==> config.mk <==
export PLATFORM = sky130hd
export DESIGN_NAME = emailbox_drain
export DESIGN_NICKNAME = d
export VERILOG_FILES = /design/src/rtl/emailbox_drain.sv
export SDC_FILE = /design/constraint.sdc
export NUM_CORES = 1
export LEC_CHECK = 0
export CAP_MARGIN = 20
export CORE_MARGIN = 2
export CORE_UTILIZATION = 56
export DETAILED_ROUTE_END_ITERATION = 10
export DONT_BUFFER_PORTS = 1
export GPL_TIMING_DRIVEN = 0
export PLACE_DENSITY_LB_ADDON = 0.05
export SLEW_MARGIN = 20
export SYNTH_ARGS = -nofsm -noshare
export SYNTH_HDL_FRONTEND = slang
export SYNTH_SLANG_ARGS = --single-unit
==> constraint.sdc <==
create_clock -name clk -period 1.6 [get_ports clk]
set_input_delay 0.32 -clock clk [delete_from_list [all_inputs] [get_ports clk]]
set_output_delay 0.32 -clock clk [all_outputs]
set_load 0.03 [all_outputs]
==> src/rtl/emailbox_drain.sv <==
// emailbox_drain: drains the emesh mailbox through its register read port.
// Each message is a STAT / LO / HI read sequence. The {hi, lo} word is then
// offered on a valid/ready stream, and delivered messages are counted.
module emailbox_drain #(
    parameter int          AW        = 32,
    parameter logic [31:0] MBOX_BASE = 32'h0000_0000,
    parameter logic [5:0]  IDX_STAT  = 6'd0,
    parameter logic [5:0]  IDX_LO    = 6'd1,
    parameter logic [5:0]  IDX_HI    = 6'd2,
    localparam int         PW        = 2*AW+40
) (
    input  logic          clk,
    input  logic          nreset,
    input  logic          enable,
    input  logic          mailbox_irq,
    output logic          reg_access,
    output logic [PW-1:0] reg_packet,
    input  logic [31:0]   reg_rdata,
    output logic          msg_valid,
    input  logic          msg_ready,
    output logic [63:0]   msg_data,
    output logic [31:0]   last_status,
    output logic [31:0]   drain_count,
    output logic          busy
);

    localparam logic [2:0] IDLE      = 3'd0;
    localparam logic [2:0] STAT_REQ  = 3'd1;
    localparam logic [2:0] STAT_WAIT = 3'd2;
    localparam logic [2:0] LO_REQ    = 3'd3;
    localparam logic [2:0] LO_WAIT   = 3'd4;
    localparam logic [2:0] HI_REQ    = 3'd5;
    localparam logic [2:0] HI_WAIT   = 3'd6;
    localparam logic [2:0] OUT       = 3'd7;

    logic [2:0] state;

    // Read packet for one mailbox word. The fixed field layout assumes AW >= 32.
    function automatic logic [PW-1:0] rd_pkt(input logic [5:0] idx);
        logic [PW-1:0] p;
        p       = '0;
        p[2:1]  = 2'b10;
        p[39:8] = {MBOX_BASE[31:8], idx, 2'b00};
        return p;
    endfunction

    // Sequencer. Each REQ state is followed by a WAIT state, so strobes are
    // never back-to-back and at most one read is outstanding. The packet is
    // loaded on entry to each REQ state and then held until the next one.
    always_ff @(posedge clk) begin
        if (!nreset) begin
            state       <= IDLE;
            reg_packet  <= '0;
            msg_data    <= '0;
            last_status <= '0;
            drain_count <= '0;
        end else begin
            case (state)
                IDLE: begin
                    if (enable && mailbox_irq) begin
                        state      <= STAT_REQ;
                        reg_packet <= rd_pkt(IDX_STAT);
                    end
                end
                STAT_REQ: state <= STAT_WAIT;
                STAT_WAIT: begin
                    last_status <= reg_rdata;
                    // An irq raised only by prog_full/full with an empty FIFO falls back to IDLE.
                    if (reg_rdata[0] && enable) begin
                        state      <= LO_REQ;
                        reg_packet <= rd_pkt(IDX_LO);
                    end else begin
                        state <= IDLE;
                    end
                end
                // The LO read pops the FIFO, so from here on the message is always delivered.
                LO_REQ: state <= LO_WAIT;
                LO_WAIT: begin
                    msg_data[31:0] <= reg_rdata;
                    state          <= HI_REQ;
                    reg_packet     <= rd_pkt(IDX_HI);
                end
                HI_REQ: state <= HI_WAIT;
                HI_WAIT: begin
                    msg_data[63:32] <= reg_rdata;
                    state           <= OUT;
                end
                OUT: begin
                    if (msg_ready) begin
                        drain_count <= drain_count + 32'd1;
                        state       <= IDLE;
                    end
                end
                default: state <= IDLE;
            endcase
        end
    end

    // Outputs decoded from the registered state.
    always_comb begin
        reg_access = (state == STAT_REQ) || (state == LO_REQ) || (state == HI_REQ);
        msg_valid  = (state == OUT);
        busy       = (state != IDLE);
    end

endmodule

### After elaboration in Yosys (flattened, before gate mapping)

Index checks and enable logic that the tools add are counted.
W data, S select, Z words.

* register bits: 235
* bits of input ports: 37
* output and inout bits: 235
* logic and storage cells: 34

* add/sub/neg operators: 1
* eq/ne operators: 10
* multiplexer cells: 7
* reductions and logical operators: 10

Operators with widths (number)
* $pmux W104 S3: 1
* $mux W104: 2
* $add A32 B1 Y32 const B: 1
* $pmux W3 S8: 1
* $eq A3 B3 Y1 const B: 4
* $eq A3 B2 Y1 const B: 2
* $mux W3: 2
* $reduce_bool A3 Y1: 2
* $ne A2 B2 Y1 const B: 2
* $reduce_and A2 Y1: 2
* $eq A3 B1 Y1 const B: 1
* $logic_not A3 Y1: 1
* $reduce_and A3 Y1: 1
* $logic_and A1 B1 Y1: 2
* $logic_or A1 B1 Y1: 2
* $mux W2: 1
* $ne A2 B1 Y1 const B: 1

### Depth between registers and ports, before layout

* depth in word-level cells: 3
* mapped depth: 7
* gate-level depth less buffers: 5

### Least setup slack after synthesis

No wires, ideal clock.

* kind: reg2reg
* start point: reg drain_count[0]
* end point: reg drain_count[20]
* library setup time: 0.132 ns
* arrival: 1.880 ns
* required time: 1.468 ns
* slack: -0.412 ns
* cell stages (with the launch flop): 8
* buffers on the path: 2
* clock period less this slack: 2.012 ns
* cells stage by stage: dfxtp_1 > ha_1 > nand3_1 > or4_1 > buf_2 > clkbuf_1 > o31ai_1 > a21oi_1

* cells in the longest elaborated chain, start to end: 1

RTL lines
* from (decl): RTL line 23 `output logic [31:0] drain_count,`
* from (signal assigned): RTL line 90 `drain_count <= drain_count + 32'd1;`
* $add A32 B1 Y32: RTL line 90

Every way passes these cells.
A chain may end at the register's enable or synchronous reset.

### Final worst setup path

* start point: reg drain_count[8]
* end point: reg drain_count[26]

The elaborated chain is that of the path after synthesis.

==> run metrics <==
TNS Setup -6.182 ns; Crit path largest cell delay 0.56 ns; Max Clock Freq 515.1 MHz; vias in the first global route 5139; fin util 74.76%; DR WL/cell 15.38 µm; Seq/Total Area, Yosys 45.92%; Fillers 783; Register Area 0.002744 mm²; CP max stage cell or4_4; pwr/cell area 1005 mW/mm²; Residual DRC 0; Synth area leaders dfxtp_1 (46%), nand2_1 (13%), buf_4 (13%); Overflow after GRT 0; Sw Ratio 26.05%; Die Height 106.1 µm; via count 5388; RSZ-0062 raised after global routing yes; number of buffers added on ports 0; syn avg cell area 7.873 µm²; crit path max fanout 10; number of synthesized flops with an enable pin 0; sequential power share 44.6%; row cnt 37; MaxCap Viol Count 0; drt initial violations 336; Synth Register Bits 134; io pins 272; synthesized instance count 742; Finish-stage setup viols 24; combinational fraction of design power 11.0%; H-tree depth 4; failing checks setup timing; worst clock skew 0.007582 ns; multi-input logic area 0.002748 mm²; path type of the worst setup path register to register; Power, Total 7.685 mW; pre-CTS setup slack -0.4007 ns; final net count 940; Post-Syn Area 0.005842 mm²; ANT cells 0; Worst Setup End Kind register; yosys warns 0; routed vias/inst 5.127; internal power 5.683 mW; DRT Pass-1 Iters 7; share of cells above drive strength 1 23.93%; CTS Buf Count 17; worst setup margin -0.3414 ns; largest net degree at the start of global routing 17; Tot GR Track Use 28.05%; Detailed Place HPWL 11250 µm; clock sink total 134; first-pass GRT wire length 25210 µm; critical path buffer and inverter count 2; Clk pwr share 44.4%; commonest non-fill, non-tap cell in the layout nand2_1; IR drop worst, VDD 740.6 µV; CP required 1.98 ns; worst-skew pair later-pin latency 0.52 ns; Reg clk slew, reported paths 0.06 ns; NetSw 2.002 mW; Chip Width 106.1 µm; drt total wl 16170 µm; core area 0.01023 mm²; Static Leak 3.037 nW; post-synthesis cell type count 33; initial cell density of the core 57.10%; critical-path cell list nand4_1, or4_4, buf_4, buf_8, o31ai_2, a21oi_2; delay-heaviest family, CP simple AND/OR/NAND/NOR gates; Top FF cell, synth dfxtp_1; Area growth syn-to-layout 30.93%; Root Driver clkbuf_8; status complete, but fails checks; CTS tree built; final worst path period share 121.3%; most frequent cells in the layout nand2_1 (209), a21oi_1 (117), buf_4 (114), dfxtp_1 (111), conb_1 (101); Critical Path Start Type register; Final ANT Viol Nets 0; Max Slew Vio Count 0; final worst path period need 1.941 ns; Critical Path AT 2.32 ns; cell type with the largest total area after synthesis dfxtp_1; share of the synthesized area in the top cell type 45.92%; final hold violation count 0; Worst Hold Class primary input to register; Worst Tran Pin Value 0.7316 ns; Slew HR 51.23%; Placer Congestion 0.8729; initial antenna violation count 0; FFs w/ async S/R, synth 0%; DIE AREA 0.01126 mm²; maximum root-to-sink buffer count 2
flip-flops by register name (all words and copies together), names as in the netlist:
register     count
drain_count     32
state            3
reg_packet       3
last_status     32
msg_data        64
routing by layer:
metal | track usage, % | part of all wire, % | up-vias
met5 | 0 | 0 | -
met4 | 11.37 | 2.7 | 0
met3 | 12.45 | 10 | 45
met2 | 48.21 | 51 | 249
met1 | 30.00 | 36 | 2507
li1 | - | - | 2587
path summary, 6_finish.rpt:
| path | startpoint | to | slack (ns) | depth (start not counted) |
|---|---|---|---|---|
| worst max-delay path | drain_count[8] | drain_count[26] | -0.34 | 6 |
| worst min-delay path | msg_ready | state[1] | 0.03 | 3 |
| worst max register to register | drain_count[8] | drain_count[26] | -0.34 | 6 |
| worst min register to register | drain_count[1] | drain_count[1] | 0.56 | 2 |
metrics by stage:
stage / cells / hold slack, ns / cell area (µm²)
4_1_cts: 1048 / 0.005577 / 7498
3_5_place_dp: 978 / 0.4440 / 6461
3_3_place_gp: 978 / 0.4415 / 6461
6_report: 1051 / 0.02851 / 7649
2_1_floorplan: 842 / 0.4375 / 6291
5_1_grt: 1051 / 0.03829 / 7649
power groups by stage:
stage	Sequential [mW]	Combinational, mW	Clock [mW]
6_report	3.43	0.846	3.41
3_5_place_dp	3.50	0.688	0
4_1_cts	3.43	0.802	3.45
2_1_floorplan	3.49	0.640	0
5_1_grt	3.43	0.901	3.61
3_3_place_gp	3.50	0.681	0
what timing repair did:
action,CTS,global route
hold endpoints to repair,102,0
hold buffers,34,0
setup endpoints to repair,117,96
setup buffers,3,4
gates resized for setup,53,61
pin swaps,3,3
gates cloned,1,1
tightest hold or removal path: cells and delay by family:
family           cells  cell delay [ns]
AND/OR/NAND/NOR      2             0.11
AO/OA/AOI/OAI        1             0.07
layout make-up:
| cell class | instances | share of cell area, % |
|---|---|---|
| Timing Repair Buffer | 43 | 5.300 |
| Multi-Input combinational cell | 555 | 35.92 |
| Sequential cell | 134 | 35.87 |
| Buffer | 143 | 13.56 |
| Inverter | 8 | 0.3926 |
| Tap cell | 136 | 2.225 |
| Clock inverter | 11 | 1.112 |
| Clock buffer | 21 | 5.611 |
cells in the mapped netlist (2+ instances only):
library cell,n
o21ai_0,13
nand4_1,11
nor4_2,2
nand2b_1,4
mux2i_1,2
clkbuf_1,38
inv_1,8
buf_4,101
and3_1,3
o31ai_1,10
buf_1,2
nand2_1,209
buf_2,4
nor2_1,12
xnor2_1,4
a21oi_1,124
or3_1,11
dfxtp_1,134
and2_1,3
nor3_1,4
or4_1,12
nand3_1,12
and4_1,5
xor2_1,5
cells by family (layout without fill, tap and decap cells):
group	Yosys count	after routing	synth area share, %
muxes	2	2	0.3427
buffers and inverters	153	226	16.41
AOI/OAI and AO/OA	151	151	13.54
other	1	101	0.06419
xor gates and xnor gates	9	9	1.349
and+or+nand+nor	291	291	22.17
DFF	134	134	45.92
adders and majority gates	1	1	0.2141
(Power assumes the default switching activity.)
